## src/rtl/hamming_frame_decoder_pkg.sv

```systemverilog
// Shared Hamming(21,16) definitions: codeword geometry, parity positions,
// position/data-bit mapping and the matching encoder.
package hamming_frame_decoder_pkg;

  localparam int CODE_W     = 21;
  localparam int DATA_W     = 16;
  localparam int NUM_PARITY = 5;

  localparam logic [4:0] PARITY_POS [NUM_PARITY] = '{5'd1, 5'd2, 5'd4, 5'd8, 5'd16};

  function automatic logic is_parity(input logic [4:0] pos);
    for (int k = 0; k < NUM_PARITY; k++) begin
      if (pos == PARITY_POS[k]) return 1'b1;
    end
    return 1'b0;
  endfunction

  // Bit index into the codeword vector (position minus one) of data bit bit_idx.
  function automatic logic [4:0] data_idx(input int bit_idx);
    int n;
    n = 0;
    data_idx = '0;
    for (int p = 1; p <= CODE_W; p++) begin
      if (!is_parity(5'(p))) begin
        if (n == bit_idx) data_idx = 5'(p - 1);
        n++;
      end
    end
  endfunction

  function automatic logic [DATA_W-1:0] extract_data(input logic [CODE_W-1:0] code);
    logic [DATA_W-1:0] data;
    data = '0;
    for (int i = 0; i < DATA_W; i++) begin
      data[i] = code[data_idx(i)];
    end
    return data;
  endfunction

  function automatic logic [CODE_W-1:0] hamming_encode(input logic [DATA_W-1:0] data);
    logic [CODE_W-1:0] code;
    logic              par;
    code = '0;
    for (int i = 0; i < DATA_W; i++) begin
      code[data_idx(i)] = data[i];
    end
    // Each parity bit covers every position whose index shares its single set bit.
    for (int k = 0; k < NUM_PARITY; k++) begin
      par = 1'b0;
      for (int p = 1; p <= CODE_W; p++) begin
        if ((5'(p) & PARITY_POS[k]) != 5'd0) par = par ^ code[5'(p - 1)];
      end
      code[PARITY_POS[k] - 5'd1] = par;
    end
    return code;
  endfunction

endpackage

```

## src/rtl/hamming_frame_decoder_syndrome.sv

```systemverilog
// Combinational Hamming(21,16) syndrome: XOR of the positions of all set bits.
module hamming_syndrome
  import hamming_frame_decoder_pkg::*;
(
  input  logic [20:0] code,
  output logic [4:0]  syndrome
);

  always_comb begin
    syndrome = '0;
    for (int i = 0; i < CODE_W; i++) begin
      if (code[i]) syndrome = syndrome ^ 5'(i + 1);
    end
  end

endmodule

```

## src/rtl/hamming_frame_decoder.sv

```systemverilog
// Two-stage Hamming(21,16) decoder with valid/ready flow control and
// saturating corrected/uncorrectable word counters.
module hamming_frame_decoder
  import hamming_frame_decoder_pkg::*;
#(
  parameter int CNT_W = 8
) (
  input  logic             clk,
  input  logic             reset,
  input  logic [20:0]      code_in,
  input  logic             in_valid,
  output logic             in_ready,
  output logic [15:0]      data_out,
  output logic             out_valid,
  input  logic             out_ready,
  output logic             corr_flag,
  output logic             uncorr_flag,
  input  logic             clear_counts,
  output logic [CNT_W-1:0] corr_count,
  output logic [CNT_W-1:0] uncorr_count
);

  // Handshake: a word moves on a clock edge only when valid and ready are both
  // high; a producer holds valid and its payload steady until that edge.

  logic [4:0]  in_syn;
  logic        s1_valid;
  logic [20:0] s1_code;
  logic [4:0]  s1_syn;
  logic        s2_load;
  logic        out_fire;
  logic [20:0] fixed_code;
  logic [15:0] fixed_data;
  logic        fix_corr;
  logic        fix_uncorr;

  hamming_syndrome u_syndrome (
    .code     (code_in),
    .syndrome (in_syn)
  );

  assign out_fire = out_valid & out_ready;
  assign s2_load  = s1_valid & (~out_valid | out_ready);
  assign in_ready = ~reset & (~s1_valid | ~out_valid | out_ready);

  always_comb begin
    fixed_code = s1_code;
    fix_corr   = 1'b0;
    fix_uncorr = 1'b0;
    if (s1_syn > 5'd21) begin
      fix_uncorr = 1'b1;
    end else if (s1_syn != 5'd0) begin
      fixed_code[s1_syn - 5'd1] = ~s1_code[s1_syn - 5'd1];
      fix_corr = 1'b1;
    end
    fixed_data = extract_data(fixed_code);
  end

  always_ff @(posedge clk) begin
    if (reset) begin
      s1_valid     <= 1'b0;
      s1_code      <= '0;
      s1_syn       <= '0;
      out_valid    <= 1'b0;
      data_out     <= '0;
      corr_flag    <= 1'b0;
      uncorr_flag  <= 1'b0;
      corr_count   <= '0;
      uncorr_count <= '0;
    end else begin
      if (in_valid && in_ready) begin
        s1_valid <= 1'b1;
        s1_code  <= code_in;
        s1_syn   <= in_syn;
      end else if (s2_load) begin
        s1_valid <= 1'b0;
      end

      if (s2_load) begin
        out_valid   <= 1'b1;
        data_out    <= fixed_data;
        corr_flag   <= fix_corr;
        uncorr_flag <= fix_uncorr;
      end else if (out_fire) begin
        out_valid <= 1'b0;
      end

      // Clear wins over a same-cycle increment; counts stick at all-ones.
      if (clear_counts) begin
        corr_count   <= '0;
        uncorr_count <= '0;
      end else begin
        if (out_fire && corr_flag && corr_count != '1)
          corr_count <= corr_count + 1'b1;
        if (out_fire && uncorr_flag && uncorr_count != '1)
          uncorr_count <= uncorr_count + 1'b1;
      end
    end
  end

endmodule

```

## config.mk

```make
export PLATFORM = sky130hd
export DESIGN_NAME = hamming_frame_decoder
export DESIGN_NICKNAME = d
export VERILOG_FILES = /design/src/rtl/hamming_frame_decoder_pkg.sv /design/src/rtl/hamming_frame_decoder_syndrome.sv /design/src/rtl/hamming_frame_decoder.sv
export SDC_FILE = /design/constraint.sdc
export NUM_CORES = 1
export LEC_CHECK = 0
export ABC_AREA = 1
export BUFFER_PORTS_ARGS = -buffer_cell sky130_fd_sc_hd__buf_2
export CAP_MARGIN = 20
export CORE_ASPECT_RATIO = 1.25
export CORE_UTILIZATION = 25
export CTS_BUF_LIST = sky130_fd_sc_hd__clkbuf_16
export DETAILED_ROUTE_END_ITERATION = 16
export HOLD_SLACK_MARGIN = 0.08
export PLACE_DENSITY_LB_ADDON = 0.3
export SETUP_SLACK_MARGIN = 0.02
export SKIP_LAST_GASP = 1
export SYNTH_ARGS = -nofsm -noshare
export SYNTH_HDL_FRONTEND = slang
export SYNTH_SLANG_ARGS = --single-unit
```

## constraint.sdc

```tcl
create_clock -name clk -period 2 [get_ports clk]
set_input_delay 0.2 -clock clk [delete_from_list [all_inputs] [get_ports clk]]
set_output_delay 0.2 -clock clk [all_outputs]
set_load 0.02 [all_outputs]
```

==> out/qor.yml <==
h-tree-depth: 3
hold_slack_ns: 0.0914
ys.warnings.count: 0
ys_seq_area_share_pct: 34.0
setup_tns_ns: 0
routed_via_density: 4.42
cp_data_arrival_time_ns: 2.02
grt_start_max_net_pins: 38
status: "complete, no violations"
swShare_pct: 32.3
cts_hold_buf: 0
rows: 49
switching_power_mw: 1.24
drive_gt1_share_pct: 22.2
period_needed_ns: 1.81
antenna_found_initial: 0
drt_wl_total_um: 9230
slew-limit-headroom_pct: 62.5
synth_cell_types: 37
final_nets: 618
worstHoldPathType: "primary input to register"
multi_input_area_mm2: 0.00208
final.setup.worst_slack_ns: 0.193
p_int_mw: 2.60
end_kind: "register"
fillers: 1565
drt_pre_antenna_iters: 4
numPortBuffers: 61
place_ws_ns: 0.0648
ir_worst_vdd_mv: 0.425
die_x_um: 110
mappedNetlistArea_mm2: 0.00365
grt_overflow: 0
grt_first_pass_wirelength_um: 15100
drc_errors: 0
setup_viol: 0
final_antenna_net_count: 0
avgSynthCellArea_um2: 7.00
clk_pin_slew_ns: 0.05
start_util_pct: 25.5
clk_latency_ns: 0.33
clockPowerShare_pct: 38.9
slowest_stage: "dfxtp_1"
area_delta_synth_final_pct: 23.3
rsz0062_at_grt: "no"
startpoint_type: "register"
cpPeakStageDelay_ns: 0.40
chipHeight_um: 137
cts-root-buf: "clkbuf_16"
total_leakage_power_nw: 1.97
crit_chain: "inv_2 -> ha_4 -> inv_1 -> nor2_1 -> o21ai_1 -> nand3_1 -> nand3_2 -> nand2_2 -> buf_12 -> nand3_1 -> nand2_1 -> a21oi_1"
synth_top_flop_cell: "dfxtp_1"
grt_usage_pct: 12.9
dp_hpwl_um: 7100
drt_iter0_drc: 269
synth_edf_count: 0
synth_cells: 521
p_per_area_mw_per_mm2: 855
path_class: "register to register"
path_common_cell: "nand3_1"
min_period_over_period_pct: 90.4
seqPwrFrac_pct: 35.1
worst_pin_slew_ns: 0.562
die-area_mm2: 0.0151
io_pins: 62
n_antenna_cell: 0
cts_buffer_depth: 2
utilization_pct: 31.5
clock_skew_ns: 0.00734
cts_resized: 0
gp_congestion: 0.827
clkSinkCount: 62
pwr-share-comb_pct: 26.0
cap_violations: 0
syn-num-nets: 554
hold_viol_final: 0
crit_fanout: 16
cts_inserted_buffers: 9
wire_per_inst_um: 12.0
synth_top_cell_by_area: "dfxtp_1"
coreArea_mm2: 0.0143
cts_tree: "done"
synthArstFlopShare_pct: 0
fmax_mhz: 553
ys_seq_elements: 62
synth_area_leaders: "dfxtp_1 (34%), nand2_1 (12%), nand3_1 (8.0%), inv_1 (6.4%), a21oi_1 (5.4%)"
synth_top_area_share_pct: 34.0
critPathRequiredTime_ns: 2.21
drv_slew: 0
area.sequential_mm2: 0.00124
post_cts_buffers: 0
grt_pass1_vias: 3182
num_vias: 3392
==> sequential cells by signal (all words and copies together) (netlist names) <==
register / cells
corr_flag: 1
uncorr_count: 8
out_valid: 1
s1_syn: 5
corr_count: 8
uncorr_flag: 1
s1_code: 21
s1_valid: 1
data_out: 16
==> per-layer routing <==
layer  share of wire, %  track usage [%]
met2                 46             20.8
met3                4.7             2.81
met1                 48             16.3
met5                  0                0
met4                1.4             6.15
==> stage by stage <==
step           instance area, µm²  total power, mW  std cells
2_1_floorplan                3650             2.11        521
3_3_place_gp                 4180             2.33        752
3_5_place_dp                 4180             2.34        752
4_1_cts                      4460             3.86        767
5_1_grt                      4490             4.05        767
6_report                     4490             3.84        767
==> final timing paths <==
check	from	slack (ns)	cells past startpoint	end
setup / recovery	s1_syn[1]$_SDFFE_PP0P_	0.19	12	data_out[2]$_SDFFE_PP0P_
hold / removal	code_in[17]	0.09	3	s1_code[17]$_SDFFE_PP0P_
setup reg to reg	s1_syn[1]$_SDFFE_PP0P_	0.19	12	data_out[2]$_SDFFE_PP0P_
hold reg to reg	uncorr_count[4]$_SDFFE_PP0P_	0.46	2	uncorr_count[4]$_SDFFE_PP0P_
==> synth_stat cells, types with 7 or more instances <==
| cell type | number |
|---|---|
| nor2_1 | 36 |
| xnor2_1 | 20 |
| clkbuf_1 | 12 |
| nand3_2 | 13 |
| a21oi_2 | 10 |
| nand2_1 | 117 |
| ha_1 | 7 |
| inv_1 | 62 |
| xor2_1 | 13 |
| a21oi_1 | 39 |
| nand3_1 | 58 |
| dfxtp_1 | 62 |
| o21ai_0 | 25 |
==> critical path: cells and delay by family (launching register included) <==
| kind | cells | cell delay, ns |
|---|---|---|
| and+or+nand+nor | 6 | 0.50 |
| DFF | 1 | 0.40 |
| buffers and inverters | 3 | 0.35 |
| adders and majority gates | 1 | 0.31 |
| AOI/OAI and AO/OA | 2 | 0.12 |
==> area by class of cell <==
cell class	count	share of cell area [%]
multi-input combinational	373	46.4
sequential	62	27.6
timing repair buffer	72	9.19
inverter	67	5.65
clock buffer	9	5.01
tap	178	4.96
clock inverter	6	1.22
==> layout by cell type, fill, tap and decap left out, types with 9 or more instances in the layout <==
cell type / Yosys / layout
buf_2: 2 / 61
xor2_1: 13 / 13
a21oi_1: 39 / 39
inv_1: 62 / 62
a21oi_2: 10 / 10
o21ai_0: 25 / 24
buf_4: 1 / 9
xnor2_1: 20 / 20
clkbuf_16: 0 / 9
nand2_1: 117 / 117
dfxtp_1: 62 / 62
nand3_1: 58 / 58
nand3_2: 13 / 13
nor2_1: 36 / 36
==> logic make-up after synthesis <==
kind of cell,count (synthesis),share of synthesized area (%)
AOI/OAI and AO/OA,87,13.7
DFF,62,34.0
buffers and inverters,86,9.75
xor gates and xnor gates,33,7.93
and+or+nand+nor,246,32.2
adders and majority gates,7,2.40
==> power by group through the flow <==
stage                     clock, mW  sequential, mW  combinational, mW
after global routing           1.59            1.36               1.11
after CTS                      1.54            1.35              0.973
after global placement            0            1.37              0.956
final                          1.49            1.35               1.00
after floorplan                   0            1.38              0.730
after detailed placement          0            1.37              0.968
No activity file was read; power rests on OpenSTA's default activity.
